[src/rtl/ntsc_pixel_packer.sv]
// Packs decoded NTSC pixels into memory words and buffers them for a memory writer.
//
// Ports:
//   clock, reset      rising-edge clock; synchronous active-high reset
//   frame_start       pulse: decoder starts a new frame
//   line_start        pulse: decoder starts a new line
//   pixel_in_valid    pulse: pixel_in carries a pixel
//   pixel_in          decoded pixel value
//   done_ntsc         memory side has written the head word; pops the buffer
//   captured_pixels   head word of the buffer (zero while empty)
//   pixel_flag        buffer non-empty, captured_pixels valid
//   frame_flag        pulse: every word of the frame has left the buffer
//   overflow          sticky: a completed word was dropped on a full buffer
module ntsc_pixel_packer #(
  parameter int unsigned PIX_W         = 8,
  parameter int unsigned PIX_PER_WORD  = 4,
  parameter int unsigned IMAGE_WIDTH   = 640,
  parameter int unsigned IMAGE_HEIGHT  = 480,
  parameter int unsigned FIFO_DEPTH    = 4,
  localparam int unsigned WORD_W       = PIX_W * PIX_PER_WORD
) (
  input  logic              clock,
  input  logic              reset,
  input  logic              frame_start,
  input  logic              line_start,
  input  logic              pixel_in_valid,
  input  logic [PIX_W-1:0]  pixel_in,
  input  logic              done_ntsc,
  output logic [WORD_W-1:0] captured_pixels,
  output logic              pixel_flag,
  output logic              frame_flag,
  output logic              overflow
);

  localparam int unsigned X_W    = $clog2(IMAGE_WIDTH + 1);
  localparam int unsigned Y_W    = $clog2(IMAGE_HEIGHT + 1);
  localparam int unsigned SLOT_W = (PIX_PER_WORD > 1) ? $clog2(PIX_PER_WORD) : 1;
  localparam int unsigned PTR_W  = (FIFO_DEPTH > 1) ? $clog2(FIFO_DEPTH) : 1;
  localparam int unsigned CNT_W  = $clog2(FIFO_DEPTH + 1);

  localparam logic [X_W-1:0]    XEnd     = X_W'(IMAGE_WIDTH);
  localparam logic [X_W-1:0]    XLast    = X_W'(IMAGE_WIDTH - 1);
  localparam logic [Y_W-1:0]    YEnd     = Y_W'(IMAGE_HEIGHT);
  localparam logic [Y_W-1:0]    YLast    = Y_W'(IMAGE_HEIGHT - 1);
  localparam logic [SLOT_W-1:0] SlotLast = SLOT_W'(PIX_PER_WORD - 1);
  localparam logic [PTR_W-1:0]  PtrLast  = PTR_W'(FIFO_DEPTH - 1);
  localparam logic [CNT_W-1:0]  CntFull  = CNT_W'(FIFO_DEPTH);

  typedef enum logic [1:0] {StIdle, StCapture, StDrain} state_e;

  state_e             state_q, state_d;
  logic [X_W-1:0]     x_q, x_d;
  logic [Y_W-1:0]     y_q, y_d;
  logic [SLOT_W-1:0]  slot_q, slot_d;
  logic [WORD_W-1:0]  pack_q, pack_d, pack_wr;
  logic               pending_q, pending_d;
  logic [PTR_W-1:0]   wr_ptr_q, wr_ptr_d, rd_ptr_q, rd_ptr_d;
  logic [CNT_W-1:0]   count_q, count_d;
  logic               overflow_q, overflow_d;
  logic [WORD_W-1:0]  mem_q [FIFO_DEPTH];
  logic               push, pop, push_ok, empty, full;

  function automatic logic [PTR_W-1:0] ptr_inc(input logic [PTR_W-1:0] p);
    return (p == PtrLast) ? '0 : p + 1'b1;
  endfunction

  // Pack register with the current pixel dropped into its slot; first pixel lands in the MS bits.
  always_comb begin
    pack_wr = pack_q;
    for (int s = 0; s < PIX_PER_WORD; s++) begin
      if (slot_q == SLOT_W'(s)) pack_wr[WORD_W-1-s*PIX_W -: PIX_W] = pixel_in;
    end
  end

  always_comb begin
    state_d    = state_q;
    x_d        = x_q;
    y_d        = y_q;
    slot_d     = slot_q;
    pack_d     = pack_q;
    pending_d  = pending_q;
    push       = 1'b0;
    frame_flag = 1'b0;
    unique case (state_q)
      StIdle: begin
        if (frame_start) begin
          state_d = StCapture;
          x_d     = '0;
          y_d     = '0;
          slot_d  = '0;
          pack_d  = '0;
        end
      end
      StCapture: begin
        if (frame_start) begin
          pending_d = 1'b1;
          state_d   = StDrain;
          slot_d    = '0;
          pack_d    = '0;
        end else if (line_start) begin
          slot_d = '0;
          pack_d = '0;
          x_d    = '0;
          // Empty lines (repeated line_start) do not consume a row.
          if (x_q != '0 && y_q != YEnd) y_d = y_q + 1'b1;
        end else if (pixel_in_valid && x_q < XEnd && y_q < YEnd) begin
          pack_d = pack_wr;
          x_d    = x_q + 1'b1;
          if (slot_q == SlotLast) begin
            push   = 1'b1;
            slot_d = '0;
            if (y_q == YLast && x_q == XLast) state_d = StDrain;
          end else begin
            slot_d = slot_q + 1'b1;
          end
        end
      end
      StDrain: begin
        if (frame_start) pending_d = 1'b1;
        if (empty) begin
          frame_flag = 1'b1;
          pending_d  = 1'b0;
          if (pending_q || frame_start) begin
            state_d = StCapture;
            x_d     = '0;
            y_d     = '0;
            slot_d  = '0;
            pack_d  = '0;
          end else begin
            state_d = StIdle;
          end
        end
      end
      default: state_d = StIdle;
    endcase
  end

  // Word buffer: a simultaneous pop frees the slot a push into a full buffer needs.
  always_comb begin
    empty      = (count_q == '0);
    full       = (count_q == CntFull);
    pop        = done_ntsc & ~empty;
    push_ok    = push & (~full | pop);
    wr_ptr_d   = push_ok ? ptr_inc(wr_ptr_q) : wr_ptr_q;
    rd_ptr_d   = pop ? ptr_inc(rd_ptr_q) : rd_ptr_q;
    overflow_d = overflow_q | (push & full & ~pop);
    count_d    = count_q;
    if (push_ok && !pop) count_d = count_q + 1'b1;
    if (!push_ok && pop) count_d = count_q - 1'b1;
  end

  always_ff @(posedge clock) begin
    if (reset) begin
      state_q    <= StIdle;
      x_q        <= '0;
      y_q        <= '0;
      slot_q     <= '0;
      pack_q     <= '0;
      pending_q  <= 1'b0;
      wr_ptr_q   <= '0;
      rd_ptr_q   <= '0;
      count_q    <= '0;
      overflow_q <= 1'b0;
    end else begin
      state_q    <= state_d;
      x_q        <= x_d;
      y_q        <= y_d;
      slot_q     <= slot_d;
      pack_q     <= pack_d;
      pending_q  <= pending_d;
      wr_ptr_q   <= wr_ptr_d;
      rd_ptr_q   <= rd_ptr_d;
      count_q    <= count_d;
      overflow_q <= overflow_d;
    end
  end

  // Storage needs no reset; the output is gated to zero while empty.
  always_ff @(posedge clock) begin
    if (push_ok) mem_q[wr_ptr_q] <= pack_wr;
  end

  assign captured_pixels = empty ? '0 : mem_q[rd_ptr_q];
  assign pixel_flag      = ~empty;
  assign overflow        = overflow_q;

endmodule
[config.mk]
export PLATFORM = sky130hd
export DESIGN_NAME = ntsc_pixel_packer
export DESIGN_NICKNAME = d
export VERILOG_FILES = /design/src/rtl/ntsc_pixel_packer.sv
export SDC_FILE = /design/constraint.sdc
export NUM_CORES = 1
export LEC_CHECK = 0
export ABC_CLOCK_PERIOD_IN_PS = 3500
export CORE_AREA = 2 2 141 143
export DETAILED_ROUTE_END_ITERATION = 8
export DIE_AREA = 0 0 143 145
export PLACE_DENSITY = 0.64
export SLEW_MARGIN = 20
export SYNTH_ARGS = -nofsm -noshare
export SYNTH_HDL_FRONTEND = slang
export SYNTH_SLANG_ARGS = --single-unit
[constraint.sdc]
create_clock -name clock -period 3.5 [get_ports clock]
set_input_delay 0.525 -clock clock [delete_from_list [all_inputs] [get_ports clock]]
set_output_delay 0.525 -clock clock [all_outputs]
set_load 0.02 [all_outputs]
---- Yosys cells after proc, flatten, opt, wreduce, memory -nomap -nowiden ----
Memory sizes are Yosys's and may differ from the RTL's. A register that Yosys moved wholly into a read port is not among the register bits.
Cells that the tools add are included.
word-level totals
  bits in writable memories ............... 128
  memories kept ........................... 1
  flip-flop bits (word level) ............. 64
  bits of input ports ..................... 14
  output and inout port bits .............. 35
memory list
  memory  words  width  read ports  clocked after Yosys merged registers in  write ports  RTL line  text
  mem_q   4      32     1           1                                        1            60        logic [WORD_W-1:0] mem_q [FIFO_DEPTH];
operators by class
  muxes and demuxes ....................... 61
  $add $sub $neg .......................... 7
  equal/unequal tests ..................... 23
  $lt $le $gt $ge ......................... 2
  reduce and logical (&&, ||, !) cells .... 20
  bitwise operators ....................... 9
operators with widths
  operator                                             number
  two-way mux 32 bit                                   7
  case mux 32 bit (3 select lines)                     1
  two-way mux 10 bit                                   6
  two-way mux 9 bit                                    6
  two-way mux 2 bit                                    18
  two-way mux 8 bit                                    4
  case mux 10 bit (3 select lines)                     1
  case mux 9 bit (3 select lines)                      1
  != test 3 bit (second input constant)                5
  two-way mux 1 bit                                    12
  != test 2 bit (second input constant)                6
  case mux 2 bit (3 select lines)                      2
  AND reduction 6 bit                                  2
  adder 10 x 1 -> 10 bit (second input constant)       1
  == test 10 bit (second input constant)               1
  == test 2 bit (second input constant)                5
  less-than comparator 10 bit (second input constant)  1
  nonzero test 10 bit                                  1
  adder 9 x 1 -> 9 bit (second input constant)         1
  == test 9 bit (second input constant)                1
  less-than comparator 9 bit (second input constant)   1
  != test 9 bit (second input constant)                1
  AND reduction 7 bit                                  1
  adder 2 x 1 -> 2 bit (second input constant)         3
  18 further kinds                                     34

---- Longest topological paths before layout ----
Gate-level depths: netlist (run 1).
  word-level depth ........................ 11
  depth in mapped cells ................... 10
  mapped depth without buffers ............ 9

---- Worst setup path before layout (run 1) ----
No wires, ideal clock.
  path type ............................... register -> register
  start ................................... register state_q[1]
  end ..................................... memory mem_q[3][0] (netlist bit), enable pin
  arrival time ............................ 2.536 ns
  setup time .............................. 0.392 ns
  cell stages (with the launch flop) ...... 8
  period minus slack after synthesis ...... 2.928 ns
  path slack .............................. 0.572 ns
  data required time ...................... 3.108 ns
  cell sequence ........................... dfxtp_1 inv_1 ha_1 clkbuf_1 nor4bb_1 nand4_1 nor2_1 and2_1
on the way
  cells in the longest elaborated chain, start to end .. 5
RTL lines
  item                                     RTL line  text
  start: declaration                       51        state_e state_q, state_d;
  start signal: assignment                 154       state_q <= StIdle;
  start signal: assignment                 165       state_q <= state_d;
  == test 2 x 1 -> 1 bit                   84        unique case (state_q)
  two-way mux 1 bit                        84
  AND 1 bit                                143       push_ok = push & (~full | pop);
  two-way mux 1 bit                        180       if (push_ok) mem_q[wr_ptr_q] <= pack_wr;
  two-way mux 1 bit (implied by the code)  180
  end: declaration                         60
No other way between the ends.

---- Final worst setup path (run 1) ----
  start ................................... register count_q[0]
  end ..................................... output port captured_pixels[20]
on the way
  cells in the longest elaborated chain, start to end .. 2
RTL lines
  item                      RTL line  text
  start: declaration        58        logic [CNT_W-1:0] count_q, count_d;
  start signal: assignment  173       count_q <= count_d;
  logical NOT 3 bit         140       empty = (count_q == '0);
  two-way mux 32 bit        183       assign captured_pixels = empty ? '0 : mem_q[rd_ptr_q];
  end: declaration          29        output logic [WORD_W-1:0] captured_pixels,
No other way between the ends.

==> results of run 1 <==
-- worst max-delay path by stage --
| stage | start | end |
|---|---|---|
| after floorplan | state_q[1] | mem_q[3][0] |
| after global placement | frame_start | count_q[2] |
| after detailed placement | frame_start | x_q[6] |
| after CTS | count_q[0] | captured_pixels[20] |
| after global routing | count_q[0] | captured_pixels[13] |
| final | count_q[0] | captured_pixels[20] |
-- sequential cells by signal (all words and copies together) (netlist names), 2 cells and up, named ones only --
name	flops
count_q	3
pack_q	32
slot_q	2
wr_ptr_q	2
rd_ptr_q	2
mem_q	128
state_q	2
x_q	10
y_q	9
-- metrics by stage --
| stage | area [um2] | utilization | instances |
|---|---|---|---|
| 2_1_floorplan | 8450 | - | 636 |
| 3_5_place_dp | 9280 | 0.483 | 922 |
| 5_1_grt | 9850 | 0.513 | 954 |
| 6_report | 9850 | 0.513 | 954 |
| 4_1_cts | 9850 | 0.513 | 954 |
| 3_3_place_gp | 9280 | 0.483 | 922 |
-- logic make-up (layout without fill, tap and decap cells) --
family | count (synthesis) | in the layout
multiplexers | 66 | 66
XOR/XNOR | 6 | 6
buffers and inverters | 62 | 115
AND/OR/NAND/NOR | 201 | 201
flip-flops | 194 | 194
adder cells (fa/ha/maj) | 19 | 19
AO/OA/AOI/OAI | 88 | 88
-- synth_stat cells, types with 8 or more instances --
cell type / number / share of area
a21oi_1: 55 / 0.033
and2_1: 39 / 0.029
buf_1: 8 / 0.0036
clkbuf_1: 30 / 0.013
dfxtp_1: 66 / 0.16
edfxtp_1: 128 / 0.45
ha_1: 18 / 0.027
inv_1: 18 / 0.0080
mux2_2: 32 / 0.043
mux4_2: 32 / 0.085
nand2_1: 50 / 0.022
nand3_1: 8 / 0.0047
nand4_1: 43 / 0.032
nor2_1: 18 / 0.0080
o21ai_0: 13 / 0.0077
or3_1: 8 / 0.0059
-- area by class of cell --
cell class	count	area, um2
well taps	265	332
clock inverters	12	121
repair buffers	65	666
fillers	1593	9360
inverters	18	67.6
multi-input cells	380	3050
clock buffers	20	447
flip-flops and latches	194	5170
-- worst max-delay path, cell delays in order (launching register included) --
cell and delay [ns]:
dfxtp_1 0.49, or3_1 0.62, buf_4 0.30, and2_1 0.14, clkdlybuf4s50_1 0.60
-- per-layer routing --
layer  vias to the layer above  share of wire
met5                         -              0
met4                         0          0.011
met3                        16          0.043
met2                       129           0.49
met1                      2706           0.45
li1                       2494              -
-- power by group --
group          total (mW)  switching [mW]  internal, mW
combinational       0.527           0.385         0.142
clock                1.88           0.860          1.02
sequential           2.46          0.0202          2.44
-- placed cells by master, fill, tap and decap left out, drive strengths merged, types with 6 or more instances in the layout --
cell           instances
o21ai                 14
clkbuf                20
nand3                  8
inv                   24
buf                   18
nor4                   7
edfxtp               128
mux4                  32
a21oi                 55
nor2                  18
or4                    6
ha                    18
mux2                  32
dfxtp                 66
clkdlybuf4s50         47
or3                    8
nand4                 43
and2                  39
o31ai                  6
nand2                 50
==> flow_metrics.env, run 1 <==
export IMPL_fp_row_count=51
export IMPL_min_to="pack_q[20]"
export IMPL_p_leak_nw=3.06
export IMPL_outcome="finished clean"
export IMPL_worst_slew_pin_slew_ns=0.697
export IMPL_synth_xor_area_frac=0.00622
export IMPL_initial_core_util=0.440
export IMPL_area_growth_pct=16.6
export IMPL_timing_final_crit_period_ns=3.11
export IMPL_cts_setup_buffers=0
export IMPL_place_ws_ns=0.462
export IMPL_yosys_area_share_simple=0.134
export IMPL_finalSetupViolCount=0
export IMPL_grt_setup_unrepaired="no"
export IMPL_synth_compound_area_share=0.0598
export IMPL_ys_warn_count=0
export IMPL_clock_root_buffer="clkbuf_16"
export IMPL_synthArstFlopShare=0
export IMPL_maxCapViolations=0
export IMPL_synth_top_family_by_area="simple AND/OR/NAND/NOR gates"
export IMPL_port_buffers=48
export IMPL_p_total_mw=4.86
export IMPL_clk_path_buf_depth=2
export IMPL_synth_area_um2=8450
export IMPL_hold_path_startpoint="pack_q[20]"
export IMPL_io_pins=49
export IMPL_drtIter0Drc=391
export IMPL_worstPathRequired_ns=2.97
export IMPL_critPathKind="reg2out"
export IMPL_cp_end_kind="output port"
export IMPL_die_area_um2=20700
export IMPL_avgSynthCellArea_um2=13.3
export IMPL_clk_latency_ns=0.43
export IMPL_synthCells=636
export IMPL_top_usage_layer="met2"
export IMPL_cts_tree="done"
export IMPL_synth_edf_count=128
export IMPL_via_per_inst=5.60
export IMPL_cts_num_sinks=194
export IMPL_antenna_cells=0
export IMPL_numCtsBuffers=17
export IMPL_antenna_found_initial=0
export IMPL_track_usage=0.177
export IMPL_max_freq_ghz=0.321
export IMPL_hold_depth=2
export IMPL_drt_pass1_iter_count=5
export IMPL_wire_per_inst_um=18.5
export IMPL_gr_usage_met2=0.300
export IMPL_met1_usage=0.223
export IMPL_peakVddDrop_mv=0.317
export IMPL_start_kind="flip-flop"
export IMPL_reg2reg_to="count_q[2]"
export IMPL_min_period_over_period=0.889
export IMPL_synthMuxAreaShare=0.130
export IMPL_hp_class="reg2reg"
export IMPL_slew_limit_headroom=0.535
export IMPL_syn_nets=669
export IMPL_via_count=5345
export IMPL_hold_buffers=0
export IMPL_setup_ws_ns=0.388
export IMPL_ctsResizeCount=0
export IMPL_grt_overflow=0
export IMPL_synth_top_flop_cell="edfxtp_1"
export IMPL_die_h_um=145
export IMPL_path_clk_slew_ns=0.07
export IMPL_ys_seq_area_frac=0.611
export IMPL_crit_path_max_fanout=18
export IMPL_routed_wl_um=17700
export IMPL_drtAntennaViolNets=0
export IMPL_globalplace_congestion=0.807
export IMPL_fin_skew_ns=0.0118
export IMPL_reg2regPathDepth=9
export IMPL_p_per_area_nw_per_um2=494
export IMPL_nNetsFinal=709
export IMPL_coreArea_um2=19200
export IMPL_r2r_start="state_q[1]"
export IMPL_drive_gt1_frac=0.173
export IMPL_cp_data_arrival_time_ns=2.59
export IMPL_htree_levels=4
export IMPL_grt_pass1_wl_um=28400
export IMPL_tns_ns=0
export IMPL_use_met3=0.0446
export IMPL_grt_max_degree=51
export IMPL_synth_seq_cells=194
export IMPL_slew_violations=0
export IMPL_ys_types=50
export IMPL_regToRegSetupSlack_ns=0.90
export IMPL_dp_hpwl_um=10700
export IMPL_drc=0
export IMPL_hold_violations=0
export IMPL_grt_pass1_vias=5484
export IMPL_die_w_um=143
export IMPL_synth_fa_ha_area_frac=0.0290
export IMPL_whs_ns=0.448
(Power assumes the default switching activity.)
==> run 2: changes to the inputs <==
ABC_CLOCK_PERIOD_IN_PS = 3790   (was 3500)
CTS_BUF_LIST = sky130_fd_sc_hd__clkbuf_16   (was not set)
clock period = 3.79 ns   (was 3.5 ns; I/O delays follow)
==> run 2 against run 1 <==
  * Worst hold slack lost 0.0023 ns
  * Clock power shrank 12%
  * Total power shrank 9.3%
  * Cell count shrank 0.31%
  * Via count grew 0.19%
  * Die area is the same
  * Critical path depth is the same
  * Critical path type unchanged
  * Critical endpoint is now captured_pixels[25]
==> flow_metrics.env, run 2 (synthesis gave the netlist of run 1 again) <==
export IMPL_outcome="finished clean"
export IMPL_grt_pass1_wl_um=27600
export IMPL_timing_final_crit_period_ns=3.19
export IMPL_via_per_inst=5.63
export IMPL_globalplace_congestion=0.838
export IMPL_cp_top_family="buffers and inverters"
export IMPL_cts_setup_buffers=0
export IMPL_p_total_mw=4.41
export IMPL_finalSetupViolCount=0
export IMPL_hold_buffers=0
export IMPL_critPathBufInv=2
export IMPL_final_common_cell="edfxtp_1"
export IMPL_ctsResizeCount=0
export IMPL_cp_slowest_cell="mux4_2"
export IMPL_peakVddDrop_mv=0.319
export IMPL_antenna_found_initial=0
export IMPL_cts_num_sinks=194
export IMPL_dp_cells=919
export IMPL_grt_pass1_vias=5324
export IMPL_crit_path_max_fanout=32
export IMPL_via_count=5355
export IMPL_drive_gt1_frac=0.173
export IMPL_r2r_start="state_q[1]"
export IMPL_maxCapViolations=0
export IMPL_worst_slew_pin_slew_ns=0.654
export IMPL_clk_latency_ns=0.43
export IMPL_io_pins=49
export IMPL_drtAntennaViolNets=0
export IMPL_largest_reg_flops=128
export IMPL_layout_common_cells="128 x edfxtp_1, 65 x dfxtp_1, 55 x a21oi_1, 50 x nand2_1, 47 x clkdlybuf4s50_1"
export IMPL_hp_class="reg2reg"
export IMPL_grt_setup_unrepaired="no"
export IMPL_numCtsBuffers=17
export IMPL_path_clk_slew_ns=0.07
export IMPL_critPathKind="reg2out"
export IMPL_p_leak_nw=3.05
export IMPL_initial_core_util=0.440
export IMPL_max_freq_ghz=0.314
export IMPL_hold_violations=0
export IMPL_coreArea_um2=19200
export IMPL_place_ws_ns=0.561
export IMPL_min_period_over_period=0.841
export IMPL_tns_ns=0
export IMPL_cpPeakStageDelay_ns=0.61
export IMPL_hold_path_startpoint="pack_q[19]"
export IMPL_drtIter0Drc=334
export IMPL_grt_overflow=0
export IMPL_p_per_area_nw_per_um2=450
export IMPL_cp_data_arrival_time_ns=2.62
export IMPL_die_w_um=143
export IMPL_instances_no_fill=951
export IMPL_drt_pass1_iter_count=5
export IMPL_start_kind="flip-flop"
export IMPL_worstPathRequired_ns=3.22
export IMPL_grt_max_degree=51
export IMPL_fin_skew_ns=0.00751
export IMPL_track_usage=0.173
export IMPL_cts_tree="done"
export IMPL_port_buffers=48
export IMPL_slew_violations=0
export IMPL_cp_cell_sequence="buf_4 -> mux4_2 -> and2_1 -> clkdlybuf4s50_1"
export IMPL_setup_ws_ns=0.604
export IMPL_area_growth_pct=16.1
export IMPL_top_register="mem_q"
export IMPL_die_h_um=145
export IMPL_slew_limit_headroom=0.564
export IMPL_clock_root_buffer="clkbuf_16"
export IMPL_top_regs="mem_q (128), pack_q (32), x_q (10)"
export IMPL_htree_levels=4
export IMPL_clk_path_buf_depth=2
export IMPL_antenna_cells=0
export IMPL_routed_wl_um=17400
export IMPL_dp_hpwl_um=10500
export IMPL_fp_row_count=51
export IMPL_nNetsFinal=706
export IMPL_wire_per_inst_um=18.2
export IMPL_drc=0
export IMPL_die_area_um2=20700
export IMPL_cp_end_kind="output port"
-- run 2: changes by cell type in the layout (fill, tap and decap cells not counted) --
cell and change:
buf_4 -2, clkinv_8 +2, clkbuf_1 -2, buf_12 -1, clkinv_2 +5, clkinvlp_4 -2
bufinv_16 -1, clkinv_1 -1, inv_6 -2, clkinv_4 +2, clkbuf_8 -1
-- run 2: worst reg2reg max path, delay by kind of cell, from the launching register on --
kind | cells | cell delay [ns]
adder cells (fa/ha/maj) | 1 | 0.37
AND/OR/NAND/NOR | 4 | 1.41
buffers and inverters | 2 | 0.35
flip-flops | 1 | 0.34
-- run 2: worst paths after layout --
| check | depth (start not counted) | end | slack (ns) |
|---|---|---|---|
| min reg2reg | 2 | pack_q[19] | 0.45 |
| min | 2 | pack_q[19] | 0.45 |
| max reg2reg | 7 | mem_q[0][14] | 0.99 |
| max | 4 | captured_pixels[25] | 0.60 |
-- run 2: final cells by class --
cell class | instances | area [um2]
multi-input combinational | 380 | 3050
inverter | 18 | 67.6
sequential | 194 | 5170
timing repair buffer | 62 | 631
fill | 1618 | 9400
clock inverter | 15 | 130
tap | 265 | 332
clock buffer | 17 | 425
-- run 2: metrics by stage --
step / area (um2) / hold WS, ns / util
after floorplan: 8450 / 0.429 / -
after global placement: 9250 / 0.435 / 0.482
after detailed placement: 9250 / 0.441 / 0.482
after CTS: 9800 / 0.450 / 0.510
after global routing: 9800 / 0.471 / 0.510
final: 9800 / 0.446 / 0.510
-- run 2: power by group --
| part | leakage [nW] | internal [mW] | total [mW] | switching, mW |
|---|---|---|---|---|
| sequential | 1.62 | 2.25 | 2.27 | 0.0187 |
| combinational | 1.16 | 0.125 | 0.476 | 0.351 |
| clock | 0.273 | 0.857 | 1.66 | 0.806 |
| total | 3.05 | 3.24 | 4.41 | 1.18 |
-- run 2: routing by layer --
layer  wire length [um]  vias up  global-route usage
met2               8900      140               0.294
li1                   -     2487                   -
met4                359        0              0.0678
met5                  0        -                   0
met3                709       25              0.0320
met1               7380     2703               0.219
